$ cat src/rtl/exc_pkg.sv
// rtl/exc_pkg.sv - shared constants and types for the coprocessor-0 exception sequencer
//
// Purpose: cause codes, sequencer state encoding and c0 register selects.
// Ports:   none (package).

package exc_pkg;

  // CAUSE.code values
  localparam logic [2:0] CAUSE_OVF  = 3'b001;
  localparam logic [2:0] CAUSE_PRIV = 3'b010;
  localparam logic [2:0] CAUSE_ILL  = 3'b011;
  localparam logic [2:0] CAUSE_IRQ  = 3'b100;
  localparam logic [2:0] CAUSE_DBL  = 3'b111;

  typedef enum logic [1:0] {
    USER   = 2'd0,
    KERNEL = 2'd1,
    HALT   = 2'd2
  } state_t;

  // c0_sel encodings; select 3 reads 0 and ignores writes
  localparam logic [1:0] C0_STATUS = 2'd0;
  localparam logic [1:0] C0_CAUSE  = 2'd1;
  localparam logic [1:0] C0_EPC    = 2'd2;

endpackage

$ cat src/rtl/exc_sequencer.sv
// rtl/exc_sequencer.sv - coprocessor-0 exception sequencer (STATUS/CAUSE/EPC, user/kernel FSM)
//
// Purpose: owns STATUS, CAUSE and EPC, samples external interrupts, and
//          decides when fetch must redirect to an exception vector.
// Ports:
//   clk, reset                 core clock, synchronous active-high reset
//   int_cause, cause_write     synchronous exception report from the decoder
//   exit_kernel, write_c0      kernel-return and c0-write indications
//   c0_sel, c0_wdata, c0_rdata c0 register access (read is combinational)
//   pc                         PC of the instruction in execute
//   irq                        level-sensitive external interrupt lines
//   kernel_mode, halted        registered mode outputs
//   exc_take, exc_vector       combinational fetch redirect / squash
//   epc                        return target for exit_kernel

module exc_sequencer
  import exc_pkg::*;
#(
  parameter int          N_IRQ      = 4,
  parameter logic [31:0] EXC_VECTOR = 32'h0000_0080,
  parameter logic [31:0] IRQ_VECTOR = 32'h0000_00A0
) (
  input  logic              clk,
  input  logic              reset,
  input  logic [2:0]        int_cause,
  input  logic              cause_write,
  input  logic              exit_kernel,
  input  logic              write_c0,
  input  logic [1:0]        c0_sel,
  input  logic [31:0]       c0_wdata,
  output logic [31:0]       c0_rdata,
  input  logic [31:0]       pc,
  input  logic [N_IRQ-1:0]  irq,
  output logic              kernel_mode,
  output logic              exc_take,
  output logic [31:0]       exc_vector,
  output logic [31:0]       epc,
  output logic              halted
);

  state_t             r_state;
  logic               r_ie;
  logic [N_IRQ-1:0]   r_mask;
  logic [2:0]         r_code;
  logic [N_IRQ-1:0]   r_cause_irq;
  logic [31:0]        r_epc;
  logic [N_IRQ-1:0]   r_irq_q;
  logic               r_kernel_mode;
  logic               r_halted;

  logic               w_pending;
  logic [31:0]        w_status;
  logic [31:0]        w_cause;

  // Interrupts are judged on the registered copy only, so a line raised
  // before edge n can first redirect fetch in the cycle after edge n.
  assign w_pending = (|(r_irq_q & r_mask)) & r_ie;

  assign w_status = 32'({r_mask, r_ie});
  assign w_cause  = 32'({r_cause_irq, r_code});

  assign kernel_mode = r_kernel_mode;
  assign halted      = r_halted;
  assign epc         = r_epc;

  always_comb begin
    c0_rdata = 32'd0;
    case (c0_sel)
      C0_STATUS: c0_rdata = w_status;
      C0_CAUSE:  c0_rdata = w_cause;
      C0_EPC:    c0_rdata = r_epc;
      default:   c0_rdata = 32'd0;
    endcase
  end

  // Synchronous exceptions beat interrupts; in KERNEL only a double fault
  // redirects, and HALT never does.
  always_comb begin
    exc_take   = 1'b0;
    exc_vector = EXC_VECTOR;
    if (!reset) begin
      case (r_state)
        USER: begin
          if (cause_write) begin
            exc_take   = 1'b1;
            exc_vector = EXC_VECTOR;
          end else if (w_pending) begin
            exc_take   = 1'b1;
            exc_vector = IRQ_VECTOR;
          end
        end
        KERNEL: begin
          if (cause_write) begin
            exc_take   = 1'b1;
            exc_vector = EXC_VECTOR;
          end
        end
        default: begin
          exc_take   = 1'b0;
          exc_vector = EXC_VECTOR;
        end
      endcase
    end
  end

  always_ff @(posedge clk) begin
    if (reset) begin
      r_state       <= USER;
      r_ie          <= 1'b0;
      r_mask        <= '0;
      r_code        <= 3'd0;
      r_cause_irq   <= '0;
      r_epc         <= 32'd0;
      r_irq_q       <= '0;
      r_kernel_mode <= 1'b0;
      r_halted      <= 1'b0;
    end else begin
      r_irq_q <= irq;
      case (r_state)
        USER: begin
          if (cause_write) begin
            r_code        <= int_cause;
            r_cause_irq   <= r_irq_q;
            r_epc         <= pc;
            r_state       <= KERNEL;
            r_kernel_mode <= 1'b1;
          end else if (w_pending) begin
            // The interrupted instruction is squashed and re-runs on return.
            r_code        <= CAUSE_IRQ;
            r_cause_irq   <= r_irq_q;
            r_epc         <= pc;
            r_state       <= KERNEL;
            r_kernel_mode <= 1'b1;
          end
        end
        KERNEL: begin
          if (cause_write) begin
            // Double fault: EPC keeps the original return point.
            r_code   <= CAUSE_DBL;
            r_state  <= HALT;
            r_halted <= 1'b1;
          end else if (exit_kernel) begin
            r_state       <= USER;
            r_kernel_mode <= 1'b0;
          end else if (write_c0) begin
            case (c0_sel)
              C0_STATUS: begin
                r_ie   <= c0_wdata[0];
                r_mask <= c0_wdata[N_IRQ:1];
              end
              C0_CAUSE: begin
                r_code      <= c0_wdata[2:0];
                r_cause_irq <= c0_wdata[N_IRQ+2:3];
              end
              C0_EPC: begin
                r_epc <= c0_wdata;
              end
              default: begin
              end
            endcase
          end
        end
        HALT: begin
        end
        default: begin
          r_state       <= USER;
          r_kernel_mode <= 1'b0;
          r_halted      <= 1'b0;
        end
      endcase
    end
  end

endmodule
$ cat config.mk
export PLATFORM = sky130hd
export DESIGN_NAME = exc_sequencer
export DESIGN_NICKNAME = d
export VERILOG_FILES = /design/src/rtl/exc_pkg.sv /design/src/rtl/exc_sequencer.sv
export SDC_FILE = /design/constraint.sdc
export NUM_CORES = 1
export LEC_CHECK = 0
export BUFFER_PORTS_ARGS = -buffer_cell sky130_fd_sc_hd__buf_2
export CORE_MARGIN = 2
export CORE_UTILIZATION = 41
export DETAILED_ROUTE_END_ITERATION = 6
export PLACE_DENSITY_LB_ADDON = 0.15
export SLEW_MARGIN = 20
export SYNTH_ARGS = -nofsm -noshare
export SYNTH_HDL_FRONTEND = slang
export SYNTH_SLANG_ARGS = --single-unit
$ cat constraint.sdc
create_clock -name clk -period 1.9 [get_ports clk]
set_input_delay 0.38 -clock clk [delete_from_list [all_inputs] [get_ports clk]]
set_output_delay 0.38 -clock clk [all_outputs]
set_load 0.02 [all_outputs]
== Word level (Yosys, flattened, before mapping) ==
Index checks and enable logic that the tools add are counted.
W data, S select, Z words.
Operators by class
  add/sub/neg operators: 0
  multiply operators: 0
  divide/modulo/power cells: 0
  $lt $le $gt $ge: 0
  equal/unequal tests: 16
  shift operators: 0
  mux-type cells: 43
  bitwise operators: 6
  reductions and logical operators: 12
Operators with widths (count)
  $mux W32: 8
  $pmux W32 S3: 1
  $pmux W32 S2: 1
  $mux W4: 6
  $mux W3: 6
  $mux W6: 2
  $ne A2 B2 Y1 const B: 6
  $ne A3 B3 Y1 const B: 4
  $reduce_and A6 Y1: 2
  $reduce_and A5 Y1: 2
  $mux W1: 9
  $mux W2: 4
  $pmux W4 S2: 1
  $pmux W2 S3: 1
  $pmux W3 S2: 1
  $and A4 B4 Y4: 1
  $eq A2 B1 Y1 const B: 2
  $eq A2 B2 Y1 const B: 2
  $logic_not A2 Y1: 2
  $not A1 Y1: 4
  $pmux W1 S2: 2
  $reduce_and A4 Y1: 1
  $reduce_or A4 Y1: 1
  $ne A3 B2 Y1 const B: 1
  7 further kinds: 7
Storage, ports and cells
  register bits after elaboration: 52
  latch bits: 0
  bits in writable memories: 0
  ROM bits: 0
  bits of input ports: 78
  logic and storage cells: 86
  memories kept: 0

== Longest topological paths before layout ==
  word-level depth: 7
  depth in mapped cells: 7

== Least setup slack after synthesis ==
No wires, ideal clock.
  kind: input to output
  start point: input cause_write
  end point: output exc_vector[5]
  data arrival time: 1.590 ns
  setup slack: -0.070 ns
  cell stages on the path: 3
  path through: buf_4 > or2_2 > nor4b_1
On the way
  cells in the longest elaborated chain, start to end: 3
Ends and longest elaborated chain
  start, declared: RTL line exc_sequencer.sv:26  | input logic cause_write,
  $mux W6: RTL line exc_sequencer.sv:84  | if (cause_write) begin
  $mux W32
  $mux W32: RTL line exc_sequencer.sv:81  | if (!reset) begin
  end, declared: RTL line exc_sequencer.sv:36  | output logic [31:0] exc_vector,
Every way passes these cells.

== Final worst setup path ==
  start point: register r_mask[1]
  end point: output exc_take
On the way
  cells in the longest elaborated chain, start to end: 7
Ends and longest elaborated chain
  start, declared: RTL line exc_sequencer.sv:43  | logic [N_IRQ-1:0] r_mask;
  start signal, assigned: RTL line exc_sequencer.sv:149  | r_mask <= c0_wdata[N_IRQ:1];
  $and A4 B4 Y4: RTL line exc_sequencer.sv:57  | assign w_pending = (|(r_irq_q & r_mask)) & r_ie;
  $reduce_or A4 Y1: RTL line exc_sequencer.sv:57
  $and A1 B1 Y1: RTL line exc_sequencer.sv:57
  $mux W1: RTL line exc_sequencer.sv:87  | end else if (w_pending) begin
  $mux W1: RTL line exc_sequencer.sv:84
  $pmux W1 S2: RTL line exc_sequencer.sv:82  | case (r_state)
  $mux W1: RTL line exc_sequencer.sv:81
  end, declared: RTL line exc_sequencer.sv:35  | output logic exc_take,
Every way passes these cells.

==> impl_metrics.py <==
metrics = {
    "timing": {
        "setup_violations": 0,
        "clock-skew-final_ns": 0.007855,
        "fmax_ghz": 0.5405,
        "fin_ws_ns": 0.04980,
        "worst_pin_slew_ns": 0.6903,
        "slew_headroom_pct": 53.76,
        "drv_slew": 0,
        "tns_ns": 0,
        "final-hold-violation-count": 0,
        "fin_crit_sh_pct": 97.38,
        "fin_crit_ns": 1.850,
        "rsz0062_at_grt": "true",
    },
    "detailed_routing": {
        "ant_nets": 0,
        "route.vias.total": 3112,
        "first_pass_iters": 4,
        "first_iter_violations": 95,
        "viasPerCell": 5.077,
        "route.detailed.drc": 0,
        "postRouteWirelength_um": 9036,
        "routedWlPerCell_um": 14.74,
    },
    "status": {
        "status": "completed",
    },
    "die": {
        "ios": 177,
        "die_area_um2": 8603,
        "coreArea_um2": 7687,
        "die_h_um": 92.75,
        "row_count": 32,
        "initial_core_util_pct": 42.01,
        "die_w_um": 92.75,
    },
    "final_layout": {
        "fin_nets": 589,
        "diodes": 0,
        "utilization_pct": 53.56,
        "drive_gt1_share_pct": 44.03,
        "area_growth_pct": 27.51,
    },
    "logic_synthesis": {
        "synth-edff-count": 0,
        "ys.flop_type": "dfxtp_1",
        "netlist_area_um2": 3229,
        "async_flop_share_pct": 0,
        "synth.distinct_cells": 42,
        "ys_ff_latch": 52,
        "avgSynthCellArea_um2": 8.635,
        "ys_warn_count": 0,
        "synthCells": 374,
        "synth.yosys.seq_area_share_pct": 32.24,
    },
    "clock_network": {
        "cts-root-buf": "clkbuf_8",
        "cts_buffer_depth": 2,
        "clock_sinks": 52,
        "hold_buffers": 0,
        "clock_latency_ns": 0.30,
        "numCtsBuffers": 5,
        "htreeDepth": 2,
        "cts_tree": "done",
        "clk_pin_slew_ns": 0.09,
    },
    "power": {
        "powerDensity_nw_per_um2": 659.2,
        "ir_drop_v": 0.0002928,
        "p_leak_nw": 1.993,
    },
    "worst_setup_path": {
        "crit_type": "reg -> out",
        "end_kind": "output port",
        "crit_path_start_kind": "register",
        "worstReg2RegStart": "r_state[1]",
        "ff2ff_setup_slack_ns": 0.25,
        "arrival_ns": 1.47,
        "cp_max_fo": 4,
        "ff2ff_path_depth": 5,
        "r2r-end": "epc[20]",
        "worstPathRequired_ns": 1.52,
    },
    "global_routing": {
        "grt_pass1_vias": 2914,
        "grt_usage_pct": 20.53,
        "grt_max_degree": 49,
        "grt_pass1_wl_um": 14210,
        "antenna_found_initial": 0,
        "gr-total-overflow": 0,
    },
    "hold_path": {
        "min_path_cells": 2,
        "min-delay-start": "irq[2]",
        "hp-class": "in -> reg",
        "holdPathEnd": "r_irq_q[2]",
    },
    "placed_design": {
        "dp_hpwl_um": 6721,
        "place.gp.congestion": 0.8609,
        "portBuffers": 145,
        "pre_cts_ws_ns": 0.07428,
    },
    "run": {
        "drv_cap": 0,
    },
}
==> synth_stat cells, types with 3 or more instances <==
library cell,count,share of area [%]
nor3_1,35,5.4
nand4b_1,4,1.1
a22o_1,3,0.81
nor2_1,10,1.2
buf_2,8,1.2
a221o_1,4,1.2
a21oi_1,7,1.1
mux2i_1,11,3.4
nor2b_1,9,1.7
nand2b_1,4,0.77
dfxtp_1,52,32
clkbuf_1,13,1.5
buf_4,33,7.7
a311oi_2,30,14
nand2_1,78,9.1
and2_1,25,4.8
o211ai_1,3,0.70
buf_6,9,3.1
o21ai_0,7,1.1
==> kinds of logic (layout without fill, tap and decap cells) <==
kind of cell	count (synthesis)	in the layout	share of synthesized area (%)
AND/OR/NAND/NOR	176	176	27.47
multiplexers	11	11	3.410
buffers and inverters	65	173	13.79
AO/OA/AOI/OAI	68	68	22.86
flip-flops	52	52	32.24
other	2	31	0.2326
==> final cells by class <==
| class | count | area, um^2 |
|---|---|---|
| Fill cell | 771 | 3570 |
| Multi-Input combinational cell | 286 | 1904 |
| Sequential cell | 52 | 1052 |
| Timing Repair Buffer | 164 | 948.4 |
| Tap cell | 102 | 127.6 |
| Clock buffer | 6 | 72.57 |
| Inverter | 2 | 7.507 |
| Clock inverter | 1 | 5.005 |
==> power by group <==
| group | internal [mW] | total [mW] | switching, mW |
|---|---|---|---|
| sequential | 1.18 | 1.25 | 0.0703 |
| combinational | 0.337 | 0.860 | 0.523 |
| clock | 0.252 | 0.604 | 0.352 |
| total | 1.77 | 2.71 | 0.945 |
==> layout by cell type (no fill, tap or decap), types with 2 or more instances in the layout <==
master	count
a21oi_1	6
a221o_1	4
a22o_1	2
a22o_4	2
a311oi_1	2
a311oi_2	30
a31oi_1	2
and2_1	25
buf_12	6
buf_2	143
buf_4	15
clkbuf_8	5
conb_1	31
dfxtp_1	45
dfxtp_2	6
inv_1	2
mux2i_1	11
nand2_1	78
nand2b_1	4
nand4b_1	4
nor2_1	10
nor2b_1	7
nor2b_2	2
nor3_1	34
nor3b_2	2
o211ai_1	3
o21a_1	2
o21ai_0	7
o41ai_2	2
or2_4	2
==> critical path, stage by stage (launching register included) <==
cell and delay, ns:
dfxtp_2 0.34, a22o_4 0.27, o21a_1 0.22, a21oi_2 0.13
nor3_2 0.05, buf_4 0.17
==> repair_timing <==
action / 4_1_cts / 5_1_grt
buffers inserted: 0 / 3
resized for setup: 4 / 13
pin swaps: 1 / 4
hold endpoints to repair: 0 / 0
setup endpoints to repair: 2 / 11
==> sequential cells by signal (all words and copies together), names as in the netlist <==
signal	flops
r_code	3
epc	32
r_ie	1
r_mask	4
kernel_mode	1
r_irq_q	4
r_cause_irq	4
r_state	2
halted	1
==> per-layer routing <==
metal | share of wire, % | GRT usage (%) | vias to the layer above
li1 | - | - | 1532
met1 | 44 | 27.00 | 1439
met2 | 48 | 34.79 | 135
met3 | 6.5 | 3.662 | 6
met4 | 0.98 | 5.270 | 0
met5 | 0 | 0 | -
==> through the flow <==
step                power [mW]  cell area [um^2]  hold slack [ns]  cells
detailed placement       2.132              3960           0.4725    603
global placement         2.117              3960           0.4686    603
global route             2.873              4118           0.2706    613
CTS                      2.740              4056           0.2749    610
floorplan                1.895              3344           0.4516    403
finish                   2.714              4118           0.2788    613
==> how the worst max path moves through the flow <==
stage                 from             to  slack [ns]  cells past startpoint
2_1_floorplan  cause_write  exc_vector[5]        0.20                      3
3_3_place_gp   cause_write  exc_vector[5]        0.13                      5
3_5_place_dp   cause_write        epc[20]        0.07                      6
4_1_cts          r_mask[2]       exc_take        0.02                      5
5_1_grt          r_mask[1]       exc_take      -0.002                      5
6_report         r_mask[1]       exc_take        0.05                      5
Note: power is estimated with default switching activity, not from simulation.
